## src/rtl/spi_out.sv

```systemverilog
// Multi-lane SPI master transmitter: takes a parallel word via valid/ready and shifts it out MSB first
// on DATA_QUANTITY lanes with a framing enable, data changing on spi_clock falling edges.
module spi_out #(
    parameter int DATA_WIDTH    = 16,
    parameter int DATA_QUANTITY = 2,
    parameter int CLK_DIV       = 4,
    parameter int GAP_CYCLES    = 4
) (
    input  logic                                clk,
    input  logic                                rst,
    input  logic [DATA_WIDTH*DATA_QUANTITY-1:0] data_in,
    input  logic                                valid_in,
    output logic                                ready_out,
    output logic                                spi_clock,
    output logic                                en,
    output logic [DATA_QUANTITY-1:0]            data_out,
    output logic                                busy,
    output logic                                done_signal
);

    localparam int DIV_W = $clog2(CLK_DIV);
    localparam int BIT_W = $clog2(DATA_WIDTH);
    localparam int GAP_W = $clog2(GAP_CYCLES + 1);
    localparam logic [DIV_W-1:0] DIV_LAST = DIV_W'(CLK_DIV - 1);
    localparam logic [BIT_W-1:0] BIT_LAST = BIT_W'(DATA_WIDTH - 1);
    localparam logic [GAP_W-1:0] GAP_LAST = GAP_W'(GAP_CYCLES - 1);

    typedef enum logic [2:0] {
        IDLE,
        SETUP,
        HIGH,
        LOW,
        HOLD,
        GAP
    } state_t;

    state_t state;
    state_t state_next;

    logic [DIV_W-1:0] div_cnt;
    logic [BIT_W-1:0] bit_cnt;
    logic [GAP_W-1:0] gap_cnt;

    logic [DATA_QUANTITY-1:0][DATA_WIDTH-1:0] data_lanes;
    // The MSB of each lane goes straight to data_out on load, so only the remaining bits are kept here.
    logic [DATA_QUANTITY-1:0][DATA_WIDTH-2:0] shreg;

    logic                     handshake;
    logic                     div_end;
    logic                     gap_end;
    logic                     en_d;
    logic                     spi_clock_d;
    logic                     ready_d;
    logic                     busy_d;
    logic                     done_d;
    logic [DATA_QUANTITY-1:0] data_d;

    assign data_lanes = data_in;
    assign handshake  = valid_in && ready_out;
    assign div_end    = (div_cnt == DIV_LAST);
    assign gap_end    = (gap_cnt == GAP_LAST);

    always_ff @(posedge clk) begin
        if (rst) begin
            state <= IDLE;
        end else begin
            state <= state_next;
        end
    end

    always_comb begin
        state_next = state;
        case (state)
            IDLE:    if (handshake) state_next = SETUP;
            SETUP:   if (div_end) state_next = HIGH;
            HIGH:    if (div_end) state_next = (bit_cnt == BIT_LAST) ? HOLD : LOW;
            LOW:     if (div_end) state_next = HIGH;
            HOLD:    if (div_end) state_next = GAP;
            GAP:     if (gap_end) state_next = IDLE;
            default: state_next = IDLE;
        endcase
    end

    // Outputs are decoded from the upcoming state and registered, so they change with the state.
    always_comb begin
        en_d        = (state_next inside {SETUP, HIGH, LOW, HOLD});
        spi_clock_d = (state_next == HIGH);
        ready_d     = (state_next == IDLE);
        busy_d      = (state_next != IDLE);
        done_d      = (state_next == GAP) && (state != GAP);
        data_d      = data_out;
        if (state == IDLE && state_next == SETUP) begin
            for (int unsigned i = 0; i < DATA_QUANTITY; i++) begin
                data_d[i] = data_lanes[i][DATA_WIDTH-1];
            end
        end else if (state == HIGH && state_next == LOW) begin
            for (int unsigned i = 0; i < DATA_QUANTITY; i++) begin
                data_d[i] = shreg[i][DATA_WIDTH-2];
            end
        end else if (!en_d) begin
            data_d = '0;
        end
    end

    always_ff @(posedge clk) begin
        if (rst) begin
            div_cnt <= '0;
            bit_cnt <= '0;
            gap_cnt <= '0;
            shreg   <= '0;
        end else begin
            if (state_next != state) begin
                div_cnt <= '0;
            end else if (state inside {SETUP, HIGH, LOW, HOLD}) begin
                div_cnt <= div_cnt + 1'b1;
            end

            if (state_next != state) begin
                gap_cnt <= '0;
            end else if (state == GAP) begin
                gap_cnt <= gap_cnt + 1'b1;
            end

            if (state == IDLE && state_next == SETUP) begin
                bit_cnt <= '0;
            end else if (state == HIGH && state_next == LOW) begin
                bit_cnt <= bit_cnt + 1'b1;
            end

            if (state == IDLE && state_next == SETUP) begin
                for (int unsigned i = 0; i < DATA_QUANTITY; i++) begin
                    shreg[i] <= data_lanes[i][DATA_WIDTH-2:0];
                end
            end else if (state == HIGH && state_next == LOW) begin
                for (int unsigned i = 0; i < DATA_QUANTITY; i++) begin
                    shreg[i] <= shreg[i] << 1;
                end
            end
        end
    end

    always_ff @(posedge clk) begin
        if (rst) begin
            spi_clock   <= 1'b0;
            en          <= 1'b0;
            data_out    <= '0;
            busy        <= 1'b0;
            done_signal <= 1'b0;
            ready_out   <= 1'b1;
        end else begin
            spi_clock   <= spi_clock_d;
            en          <= en_d;
            data_out    <= data_d;
            busy        <= busy_d;
            done_signal <= done_d;
            ready_out   <= ready_d;
        end
    end

endmodule
```

## config.mk

```make
export PLATFORM = sky130hd
export DESIGN_NAME = spi_out
export DESIGN_NICKNAME = d
export VERILOG_FILES = /design/src/rtl/spi_out.sv
export SDC_FILE = /design/constraint.sdc
export NUM_CORES = 1
export LEC_CHECK = 0
export BUFFER_PORTS_ARGS = -buffer_cell sky130_fd_sc_hd__buf_4
export CORE_ASPECT_RATIO = 0.5
export CORE_MARGIN = 2
export CORE_UTILIZATION = 57
export CTS_BUF_LIST = sky130_fd_sc_hd__clkbuf_8
export CTS_CLUSTER_DIAMETER = 80
export DETAILED_ROUTE_END_ITERATION = 16
export GPL_TIMING_DRIVEN = 0
export PLACE_DENSITY_LB_ADDON = 0.08
export SKIP_LAST_GASP = 1
export SYNTH_ARGS = -nofsm -noshare
export SYNTH_HDL_FRONTEND = slang
export SYNTH_SLANG_ARGS = --single-unit
```

## constraint.sdc

```tcl
create_clock -name clk -period 1.95 [get_ports clk]
set_input_delay 0.4875 -clock clk [delete_from_list [all_inputs] [get_ports clk]]
set_output_delay 0.4875 -clock clk [all_outputs]
set_load 0.1 [all_outputs]
```

* Word level (Yosys, flattened, before mapping)
Index checks and enable logic that the tools add are counted.
** Word-level totals
- Bits of input ports :: 35
- Word-level logic and storage cells :: 56
- Bits in registers :: 49
- Output and inout bits :: 7
** Operators by class
- $add $sub $neg :: 3
- Equality and inequality tests :: 16
- Multiplexer cells :: 12
- Reductions and logical operators :: 13
** Operators by type and width (number)
- $mux 30 :: 2
- $mux 3 :: 6
- $eq 3x2->1 const B :: 5
- $pmux 3 s5 :: 1
- $eq 3x3->1 const B :: 4
- $reduce_bool 4->1 :: 2
- $eq 3x1->1 const B :: 2
- $logic_not 3->1 :: 2
- $mux 2 :: 3
- $reduce_or 2->1 :: 3
- $add 4x1->4 const B :: 1
- $eq 4x4->1 const B :: 1
- $logic_and 1x1->1 :: 4
- $add 3x1->3 const B :: 1
- $ne 3x1->1 const B :: 1
- $ne 3x3->1 :: 1
- $ne 3x3->1 const B :: 1
- $reduce_bool 3->1 :: 1
- $add 2x1->2 const B :: 1
- $eq 2x2->1 const B :: 1
- $reduce_bool 2->1 :: 1

* Logic depth before layout (Yosys ltp)
Gate-level depths: netlist of run 1.
- Word-level depth :: 9
- Gate-level depth with buffers :: 8
- Depth with buffers taken out :: 6

* Worst setup path before layout of run 1
No wires, ideal clock.
- Kind :: flip-flop to flip-flop
- From :: register ready_out
- To :: register shreg[12] (netlist bit)
- Library setup time :: 86 ps
- Slack :: -43 ps
- Data required time :: 1864 ps
- Stages on the path, launching flop included :: 6
- Arrival time :: 1907 ps
- Path through :: dfxtp_1 -> and3b_1 -> nand2_1 -> buf_1 -> buf_2 -> a211oi_1
** Between the ends
- Cells in the longest elaborated chain, start to end :: 6
- Elaborated cells between the ends (all ways) :: 9
** Ends and longest elaborated chain
- start: declaration :: RTL line 13 : output logic ready_out,
- start signal: assignment :: RTL line 156 : ready_out <= ready_d;
- $logic_and 1x1->1 * :: RTL line 59 : assign handshake = valid_in && ready_out;
- $mux 3 * :: RTL line 74 : IDLE: if (handshake) state_next = SETUP;
- $pmux 3 s5 * :: RTL line 73 : case (state)
- $eq 3x1->1 / $eq 3x2->1 (equally long branches) :: RTL line 130, 134
- $logic_and 1x1->1, on equally long branches :: RTL line 130, 134
- $mux 30 / $reduce_bool 2->1 (equally long branches)
- end signal: indexed assignment :: RTL line 132 : shreg[i] <= data_lanes[i][DATA_WIDTH-2:0];
- end signal: indexed assignment :: RTL line 136 : shreg[i] <= shreg[i] << 1;
- end: declaration :: RTL line 46 : logic [DATA_QUANTITY-1:0][DATA_WIDTH-2:0] shreg;
Every way passes the cells marked *; elsewhere a longest branch is shown, timed or not.
A chain may end at the register's enable or synchronous reset.

* Worst setup path after layout of run 1
- From :: register div_cnt[0]
- To :: register shreg[22] (netlist bit)
** Between the ends
- Cells in the longest elaborated chain, start to end :: 6
- Elaborated cells between the ends (all ways) :: 11
** Ends and longest elaborated chain
- start: declaration :: RTL line 40 : logic [DIV_W-1:0] div_cnt;
- start signal: assignment :: RTL line 115 : div_cnt <= div_cnt + 1'b1;
- $eq 2x2->1 * :: RTL line 60 : assign div_end = (div_cnt == DIV_LAST);
- $mux 3, on equally long branches
- $pmux 3 s5 * :: RTL line 73
- $eq 3x1->1 / $eq 3x2->1 (equally long branches) :: RTL line 130, 134
- $logic_and 1x1->1, on equally long branches :: RTL line 130, 134
- $mux 30 / $reduce_bool 2->1 (equally long branches)
Marked as above.

==> results of run 1 <==
==> metrics by stage <==
step,area [µm²],setup TNS (ns),setup slack [ns],std cells,util [%]
final,2820,0,0.100,352,72.6
after CTS,2740,0,0.0511,348,70.5
after global placement,2660,0,0.0740,340,68.4
after global routing,2820,-0.120,-0.0318,352,72.6
after floorplan,2290,0,0.284,246,-
after detailed placement,2660,0,0.0225,340,68.4
==> area by class of cell <==
type	count	share of cell area, %
tap	54	2.40
inverter	3	0.400
timing repair buffer	44	11.7
buffer	19	3.55
clock buffer	5	2.44
multi-input combinational	175	44.0
clock inverter	3	0.533
sequential	49	34.9
==> what timing repair did <==
action                                  4_1_cts  5_1_grt
setup buffers                                 0        4
endpoints found under the hold margin         0        0
gates resized for setup                       0       11
endpoints found under the setup margin        0       18
==> power groups by stage <==
stage / Sequential, mW / Combinational (mW) / Clock, mW
after floorplan: 1.27 / 0.284 / 0
after global placement: 1.18 / 0.511 / 0
after detailed placement: 1.19 / 0.526 / 0
after CTS: 1.16 / 0.528 / 0.591
after global routing: 1.18 / 0.595 / 0.632
final: 1.17 / 0.546 / 0.585
==> logic make-up after synthesis <==
family	count (synthesis)	synth area share (%)
fa+ha+maj	4	2.19
simple gates	78	17.6
buf+inv	22	4.71
mux	28	12.3
xor+xnor	5	1.92
flops	49	42.9
compound gates	60	18.4
==> per-layer routing <==
| layer | up-vias | track usage [%] | share of wire [%] |
|---|---|---|---|
| li1 | 1003 | - | - |
| met1 | 926 | 32.3 | 49 |
| met2 | 41 | 40.2 | 46 |
| met3 | 4 | 5.87 | 4.2 |
| met4 | 0 | 5.56 | 0.62 |
| met5 | - | 0 | 0 |
==> path summary, 6_finish.rpt <==
| check | startpoint | to | slack, ns | depth (start not counted) |
|---|---|---|---|---|
| setup / recovery | div_cnt[0] | shreg[22] | 0.1 | 8 |
| hold / removal | data_in[0] | shreg[0] | 0.44 | 3 |
| setup reg to reg | div_cnt[0] | shreg[22] | 0.1 | 8 |
| hold reg to reg | shreg[29] | shreg[29] | 0.48 | 2 |
==> synthesized netlist by cell type, drive strengths merged (2+ instances only) <==
cell type	instances	area, µm²
nand3	7	35.0
o2111ai	3	26.3
o32ai	2	17.5
mux2i	28	280
or2	2	12.5
dfxtp	49	981
xnor2	4	35.0
and2	3	18.8
and4bb	2	25.0
a22oi	4	30.0
nand4bb	2	22.5
ha	4	50.1
nor3	9	45.0
clkbuf	10	37.5
nor2	31	121
inv	3	11.3
a21oi	11	55.1
o21ai	4	20.0
nand2b	5	31.3
buf	9	58.8
nand2	11	41.3
a211oi	30	225
==> flip-flops by register name (all words and copies together), names as in the netlist, 2 cells and up <==
name and flops:
shreg 30, bit_cnt 4, gap_cnt 3, state 3
data_out 2, div_cnt 2
==> worst reg2reg max path: stages (launching register included) <==
cell and delay (ns):
dfxtp_2 0.34, ha_1 0.19, clkbuf_4 0.20, and4bb_1 0.24
nand2_1 0.13, buf_6 0.15, buf_6 0.16, mux2i_1 0.22
a211oi_1 0.09
==> summary.md, run 1 <==
| Metric | Value |
|---|---|
| Area of the multi-input gates | 1240 µm² |
| Die area | 4560 µm² |
| Final Wtd Congestion | 0.833 |
| Int Power | 1.56 mW |
| WHS | 0.439 ns |
| Clk_skew | 0.00415 ns |
| PD cells | 815 nW/µm² |
| Post-DP HPWL | 3610 µm |
| Sw Ratio | 32.1% |
| Vias in the first global route | 1903 |
| Worst Path Class, Setup | flop to flop |
| Hold_buf cts | 0 |
| Final wirelength | 5200 µm |
| ANT nets after route | 0 |
| 1st-iter DRT viols | 51 |
| Antenna violations before repair | 0 |
| Most frequent CP cell | buf_6 |
| Largest stage delay, worst path | 0.34 ns |
| Worst Path Required | 2.12 ns |
| Post-synth EDFFs | 0 |
| Final hold viol count | 0 |
| N_diodes | 0 |
| Synth Register Bits | 49 |
| Die width | 93.6 µm |
| Rows | 16 |
| Seq pwr share | 50.7% |
| Drt drc | 0 |
| Layout cells sized above 1 | 24.2% |
| Count of port buffers added during placement | 40 |
| Outcome | complete, no violations |
| Most frequent cells in the layout | buf_4 (46), dfxtp_1 (46), nor2_1 (29) |
| Tmin final | 1.85 ns |
| Pwr Total | 2.30 mW |
| Leakage | 1.22 nW |
| Total number of vias | 1974 |
| Mapped Avg Cell Area | 9.29 µm² |
| CTS root buf | clkbuf_8 |
| Area Overhead vs Synth | 23.3% |
| Psw | 737 µW |
| Fill count | 313 |
| Final setup violation count | 0 |
| Period utilization | 94.9% |
| Worst slew pin tran | 0.533 ns |
| Reg area | 985 µm² |
| Synthesized net count | 285 |
| Slowest stage cell, crit path | dfxtp_2 |
| F_max | 0.541 GHz |
| GRT Total Usage | 24.2% |
| Core Region | 3880 µm² |
| Ys async rst share | 0% |
| Fin. max-slew vios | 0 |
| CTS Sinks | 49 |
| Inserted Clock Buffers | 5 |
| Router iterations before antenna repair | 4 |
| H-tree depth | 2 |
| Max_slew headroom | 64.5% |
| CP max FO | 10 |
| YS warnings | 0 |
| Clk buf depth | 2 |
| Hold WC Path Type | input pin to flop |
| Crit-path cells | ha_1, clkbuf_4, and4bb_1, nand2_1, buf_6, buf_6, mux2i_1, a211oi_1 |
| Seq/Total Area, Yosys | 42.9% |
| Combinational share of power | 23.8% |
| I/O Pins | 42 |
| CP arrival | 2.02 ns |
| Top delay family on crit path | buffers and inverters |
| CP Capture Type | flop |
| Grt ovf | 0 |
| Initial Util | 58.9% |
| Max Cap Viol | 0 |
| Peak supply drop | 0.000475 V |
| Final-stage net count | 336 |
| Clock network fraction of design power | 25.5% |
| Synth Cell Area | 2290 µm² |
| Global-route wire length before repair | 8760 µm |
| Largest net degree at the start of global routing | 15 |
| Sum of buffers and inverters on the critical path | 3 |
| Number of vias per cell | 5.61 |
| Main synth FF type | dfxtp_1 |
| Worst-Skew Late Latency | 0.30 ns |
| Critical path startpoint category | flop |
| Die Ht | 48.8 µm |
| CTS tree | done |
| Post-Synthesis Cells | 246 |
| Distinct cells, synth | 39 |
| CTS clk-pin slew, worst paths | 0.09 ns |
| Routed WL per cell | 14.8 µm |
(Power assumes the default switching activity.)
==> inputs of run 2 (changes only) <==
--- a/config.mk
+++ b/config.mk
@@ -8,7 +8,7 @@
 export BUFFER_PORTS_ARGS = -buffer_cell sky130_fd_sc_hd__buf_4
 export CORE_ASPECT_RATIO = 0.5
 export CORE_MARGIN = 2
-export CORE_UTILIZATION = 57
+export CORE_UTILIZATION = 45
 export CTS_BUF_LIST = sky130_fd_sc_hd__clkbuf_8
 export CTS_CLUSTER_DIAMETER = 80
 export DETAILED_ROUTE_END_ITERATION = 16
==> summary.md, run 2 (synthesis results as in run 1) <==
| Metric | Value |
|---|---|
| Outcome | complete, no violations |
| WHS | 0.443 ns (+0.00374 ns) |
| Most frequent cells in the layout | dfxtp_1 (48), buf_4 (44), nor2_1 (29) |
| Slowest stage cell, crit path | or4_4 |
| CTS root buf | clkbuf_8 |
| Tmin final | 1.85 ns (-0.00347 ns) |
| Sum of buffers and inverters on the critical path | 1 (-2) |
| CTS clk-pin slew, worst paths | 0.10 ns (about the same) |
| ANT nets after route | 0 (unchanged) |
| CTS Sinks | 49 (unchanged) |
| Final TNS setup | 0 ns (unchanged) |
| Period utilization | 94.7% (-0.18 points) |
| Vias in the first global route | 1807 (-5.0%) |
| Final Wtd Congestion | 0.749 (-10%) |
| Inserted Clock Buffers | 5 (unchanged) |
| Peak supply drop | 0.000399 V (-16%) |
| Biggest register | shreg |
| Worst slew pin tran | 0.517 ns (-0.0155 ns) |
| Pwr Total | 2.34 mW (+1.7%) |
| Final hold viol count | 0 (unchanged) |
| Count of port buffers added during placement | 40 (unchanged) |
| Initial Util | 46.6% (-12 points) |
| Routed WL per cell | 13.8 µm (-6.5%) |
| CP arrival | 2.06 ns (+0.04 ns) |
| Worst-Skew Late Latency | 0.30 ns (about the same) |
| Unrepaired setup endpoints after global routing | false |
| PD cells | 824 nW/µm² (+1.1%) |
| Placed cells | 356 (+4.7%) |
| CP Capture Type | flop |
| Number of vias per cell | 5.32 (-5.1%) |
| F_max | 0.542 GHz (+0.19%) |
| Core Region | 4910 µm² (+26%) |
| Regs by FF count | shreg x30, bit_cnt x4 |
| Max_slew headroom | 65.5% (+1.0 points) |
| Critical path startpoint category | flop |
| Largest net degree at the start of global routing | 16 (+1) |
| GRT Total Usage | 18.2% (-6.0 points) |
| Grt ovf | 0 (unchanged) |
| Crit-path cells | ha_1, clkbuf_4, nand4bb_1, nor2_2, or4_4, a211oi_1 |
| Die Ht | 54.4 µm (+12%) |
| Antenna violations before repair | 0 (unchanged) |
| CTS tree | done |
| Fill count | 461 (+47%) |
| Hold WC Path Type | input pin to flop |
| Rows | 18 (+2) |
| Final-stage net count | 335 (-0.30%) |
| Fin. max-slew vios | 0 (unchanged) |
| Area Overhead vs Synth | 24.0% |
| Max Cap Viol | 0 (unchanged) |
| Global-route wire length before repair | 8140 µm (-7.1%) |
| Post-DP HPWL | 3590 µm (-0.44%) |
| Final wirelength | 5070 µm (-2.5%) |
| Clk_skew | 0.00880 ns (+0.00465 ns) |
| Die width | 105 µm (+12%) |
| N_diodes | 0 (unchanged) |
| Hold_buf cts | 0 (unchanged) |
| Largest stage delay, worst path | 0.54 ns (+0.20 ns) |
| Total number of vias | 1953 (-1.1%) |
| H-tree depth | 2 (unchanged) |
| Worst Path Class, Setup | flop to flop |
| Max reg flops | 30 (unchanged) |
| CP max FO | 10 (unchanged) |
| Die area | 5700 µm² (+25%) |
| Top delay family on crit path | simple AND/OR/NAND/NOR gates |
| Leakage | 1.23 nW (about the same) |
| 1st-iter DRT viols | 56 (+9.8%) |
| Router iterations before antenna repair | 4 (unchanged) |
| Clk buf depth | 2 (unchanged) |
| Worst Path Required | 2.16 ns (+0.04 ns) |
| I/O Pins | 42 (unchanged) |
| Layout cells sized above 1 | 23.6% (-0.59 points) |
| Commonest non-fill, non-tap cell in the layout | dfxtp_1 |
| Drt drc | 0 (unchanged) |
| Final setup violation count | 0 (unchanged) |
| Final Instance Count excl. Fillers | 367 (+4.3%) |
==> run 2: changes by cell type in the layout (fill, tap and decap cells not counted), sizes merged <==
cell,change
clkinvlp,-1
clkinv,+2
inv,-2
buf,-1
clkbuf,+1
==> run 2: power by group <==
group | switching (mW) | total, mW | leakage (nW) | internal, mW
Combinational | 0.331 | 0.539 | 0.773 | 0.208
Sequential | 0.0609 | 1.17 | 0.402 | 1.11
Clock | 0.342 | 0.631 | 0.0512 | 0.288
Total | 0.735 | 2.34 | 1.23 | 1.60
==> run 2: path summary, 6_finish.rpt <==
| kind | startpoint | endpoint | slack [ns] | depth (start not counted) |
|---|---|---|---|---|
| worst min register to register | shreg[29] | shreg[29] | 0.48 | 2 |
| worst min-delay path | data_in[16] | shreg[15] | 0.44 | 3 |
| worst max register to register | div_cnt[0] | div_cnt[0] | 0.10 | 6 |
| worst max-delay path | div_cnt[0] | div_cnt[0] | 0.10 | 6 |
==> run 2: area by class of cell <==
type                            instances  area (µm²)  area share (%)
Multi-Input combinational cell        175        1220            43.1
Sequential cell                        49         982            34.7
Timing Repair Buffer                   43         335            11.8
Buffer                                 19         100            3.53
Tap cell                               70        87.6            3.09
Clock buffer                            6        82.6            2.91
Clock inverter                          2        13.8           0.486
Inverter                                3        11.3           0.397
==> run 2: metal layers <==
layer	vias up	part of all wire, %	track usage, %
met5	-	0	0
met4	0	0.24	2.67
met3	2	4.6	4.76
met2	36	46	33.1
met1	917	49	22.9
li1	998	-	-
==> run 2: what timing repair did <==
item	in CTS	in global routing
resized for setup	0	7
buffers inserted	0	3
setup endpoints to repair	0	10
==> run 2: through the flow <==
| stage | instance area, µm² | setup slack [ns] | util [%] |
|---|---|---|---|
| global route | 2830 | 0.00764 | 57.7 |
| global placement | 2680 | 0.0534 | 54.5 |
| finish | 2830 | 0.103 | 57.7 |
| CTS | 2770 | 0.0869 | 56.4 |
| detailed placement | 2680 | 0.00937 | 54.5 |
| floorplan | 2290 | 0.284 | - |
==> run 2: worst min-delay path, delay by kind of cell <==
kind                   cells  cell delay, ns
AOI/OAI and AO/OA          1            0.05
and+or+nand+nor            1            0.05
buffers and inverters      1            0.11
==> inputs of run 3 (changes only) <==
--- a/config.mk
+++ b/config.mk
@@ -5,6 +5,7 @@
 export SDC_FILE = /design/constraint.sdc
 export NUM_CORES = 1
 export LEC_CHECK = 0
+export ABC_AREA = 1
 export BUFFER_PORTS_ARGS = -buffer_cell sky130_fd_sc_hd__buf_4
 export CORE_ASPECT_RATIO = 0.5
 export CORE_MARGIN = 2
==> summary.md, run 3 <==
| Metric | Value |
|---|---|
| H-tree depth | 2 (unchanged) |
| GRT Total Usage | 18.2% (-0.034 points) |
| CTS clk-pin slew, worst paths | 0.09 ns (about the same) |
| Seq/Total Area, Yosys | 39.7% (-3.2 points) |
| Sum of buffers and inverters on the critical path | 1 (unchanged) |
| Final TNS setup | 0 ns (unchanged) |
| R2R Setup Slk | 0.22 ns (+0.12 ns) |
| Regs by FF count | shreg x30, bit_cnt x4 |
| Final Wtd Congestion | 0.860 (+15%) |
| Max Cap Viol | 0 (unchanged) |
| PD cells | 734 nW/µm² (-11%) |
| Clk buf depth | 2 (unchanged) |
| Post-CTS sizing | 0 (unchanged) |
| Synthesized net count | 387 (+36%) |
| CP arrival | 1.93 ns (-0.13 ns) |
| Postcts setup bufs | 0 (unchanged) |
| Hold WC Path Type | input pin to flop |
| Most frequent cells in the layout | nand2_1 (109), nand3_1 (59), dfxtp_1 (48) |
| Period utilization | 88.7% (-6.0 points) |
| Vias in the first global route | 2049 (+13%) |
| Top delay family on crit path | simple AND/OR/NAND/NOR gates |
| Area Overhead vs Synth | 19.5% |
| CTS tree | done |
| Ys async rst share | 0% (unchanged) |
| Tmin final | 1.73 ns (-0.118 ns) |
| Crit-path cells | ha_1, nand2_2, nor2_4, nor2_1, nor2_2, nand4_2, nand3_1, nand2_1, inv_1, nor2_1 |
| Final setup margin | 0.221 ns (+0.118 ns) |
| Hold_buf cts | 0 (unchanged) |
| Total number of vias | 2231 (+14%) |
| CTS Sinks | 49 (unchanged) |
| Die width | 109 µm (+3.8%) |
| Mapped Avg Cell Area | 7.10 µm² (-24%) |
| Post-Synthesis Cells | 348 (+41%) |
| CP max FO | 5 (-5) |
| Final hold viol count | 0 (unchanged) |
| Peak supply drop | 0.000327 V (-18%) |
| Critical R2R Launch | div_cnt[0] |
| Fin. max-slew vios | 0 (unchanged) |
| Post-DP HPWL | 3930 µm (+9.5%) |
| Leakage | 1.52 nW (+24%) |
| I/O Pins | 42 (unchanged) |
| Critical path startpoint category | flop |
| ANT nets after route | 0 (unchanged) |
| Count of port buffers added during placement | 41 (+2.5%) |
| Pre-CTS setup slack | 0.0850 ns (+0.0757 ns) |
| Largest net degree at the start of global routing | 14 (-2) |
| Final-stage net count | 435 (+30%) |
| Worst slew pin tran | 0.489 ns (-0.0280 ns) |
| Top post-synthesis cells by area | dfxtp_1 (40%), nand2_1 (17%), nand3_1 (12%) |
| Unrepaired setup endpoints after global routing | false |
| Die area | 6130 µm² (+7.6%) |
| Synth cell count leaders | nand2_1 (109), nand3_1 (59), dfxtp_1 (49) |
| R2R depth | 10 (+4) |
| Worst Path Class, Setup | flop to flop |
| Number of vias per cell | 4.78 (-10%) |
| RR Endpoint | data_out[1] |
| Synth Register Bits | 49 (unchanged) |
| Drt drc | 0 (unchanged) |
| Routed WL per cell | 11.3 µm (-18%) |
| Core Region | 5110 µm² (+4.1%) |
| Commonest non-fill, non-tap cell in the layout | nand2_1 |
| Router iterations before antenna repair | 4 (unchanged) |
| Largest stage delay, worst path | 0.37 ns (-0.17 ns) |
| CP Capture Type | flop |
| Initial Util | 48.3% (+1.8 points) |
| Antenna violations before repair | 0 (unchanged) |
| Worst-Skew Late Latency | 0.30 ns (about the same) |
| Hold wc startpoint | data_in[24] |
| Biggest register | shreg |
| Most frequent CP cell | nor2_1 |
| Inserted Clock Buffers | 5 (unchanged) |
| Yosys top cell area share | 39.7% (-3.2 points) |
| Slowest stage cell, crit path | dfxtp_1 |
| Top-count cell post-synth | nand2_1 |
| Worst Path Required | 2.15 ns (about the same) |
| Rows | 18 (unchanged) |
| Synth Cell Area | 2470 µm² (+8.0%) |
| N_diodes | 0 (unchanged) |
| Distinct cells, synth | 34 (-13%) |
| Max_slew headroom | 67.4% (+1.9 points) |
| Post-synth EDFFs | 0 (unchanged) |
| Global-route wire length before repair | 8870 µm (+9.1%) |
| YS warnings | 0 (unchanged) |
| Final wirelength | 5290 µm (+4.3%) |
| Clk_skew | 0.00381 ns (-0.00499 ns) |
| Outcome | complete, no violations |
| Hold path cells | 3 (unchanged) |
| Grt ovf | 0 (unchanged) |
| Layout cells sized above 1 | 21.7% (-1.9 points) |
| CTS root buf | clkbuf_8 |
| Worst Hold End | shreg[23] |
| Yosys top cell by area | dfxtp_1 |
| 1st-iter DRT viols | 130 (+130%) |
| F_max | 0.578 GHz (+6.8%) |
| Max reg flops | 30 (unchanged) |
| Die Ht | 56.4 µm (+3.6%) |
| Main synth FF type | dfxtp_1 |
| Final setup violation count | 0 (unchanged) |
## run 3: final cells by class
class	count	area (µm²)
Buffer	18	113
Clock buffer	5	68.8
Clock inverter	3	11.3
Fill cell	497	2160
Inverter	47	181
Multi-Input combinational cell	234	1200
Sequential cell	49	982
Tap cell	70	87.6
Timing Repair Buffer	41	308
## run 3: power breakdown
part	total, mW	switching, mW	internal [mW]
logic	0.508	0.325	0.183
clock network	0.563	0.323	0.240
registers	1.10	0.0312	1.06
## run 3: cells by family (layout without fill, tap and decap cells)
kind of cell | count (synthesis) | in the layout | synth area share (%)
AOI/OAI and AO/OA | 15 | 15 | 4.61
buffers and inverters | 65 | 114 | 11.9
muxes | 1 | 1 | 0.405
DFF | 49 | 49 | 39.7
adders and majority gates | 4 | 4 | 2.03
and+or+nand+nor | 210 | 210 | 40.0
xor gates and xnor gates | 4 | 4 | 1.42
## run 3: worst register-to-register path: stages (launching register included)
cell,delay (ns)
dfxtp_1,0.37
ha_1,0.29
nand2_2,0.11
nor2_4,0.12
nor2_1,0.07
nor2_2,0.20
nand4_2,0.20
nand3_1,0.14
nand2_1,0.06
inv_1,0.05
nor2_1,0.04
## run 3: stage by stage
| stage | hold slack (ns) | util (%) | instances | cell area (µm²) | power [mW] |
|---|---|---|---|---|---|
| floorplan | 0.440 | - | 348 | 2470 | 1.49 |
| global placement | 0.454 | 56.1 | 459 | 2870 | 1.62 |
| detailed placement | 0.459 | 56.1 | 459 | 2870 | 1.63 |
| CTS | 0.439 | 57.6 | 467 | 2950 | 2.20 |
| global route | 0.448 | 57.7 | 467 | 2950 | 2.30 |
| finish | 0.449 | 57.7 | 467 | 2950 | 2.17 |
## run 3: worst max-delay path by stage
stage	from	depth (start not counted)	to	slack, ns
3_3_place_gp	rst	6	shreg[21]	0.13
4_1_cts	div_cnt[0]	10	data_out[1]	0.15
2_1_floorplan	ready_out	8	shreg[10]	0.36
5_1_grt	div_cnt[0]	10	data_out[1]	0.08
3_5_place_dp	rst	6	shreg[22]	0.09
6_report	div_cnt[0]	10	data_out[1]	0.22
## run 3: layer usage
metal	global-route usage (%)	vias to the layer above	part of all wire, %
li1	-	1180	-
met1	23.7	1005	50
met2	30.2	38	45
met3	4.99	8	3.8
met4	3.66	0	0.85
met5	0	-	0
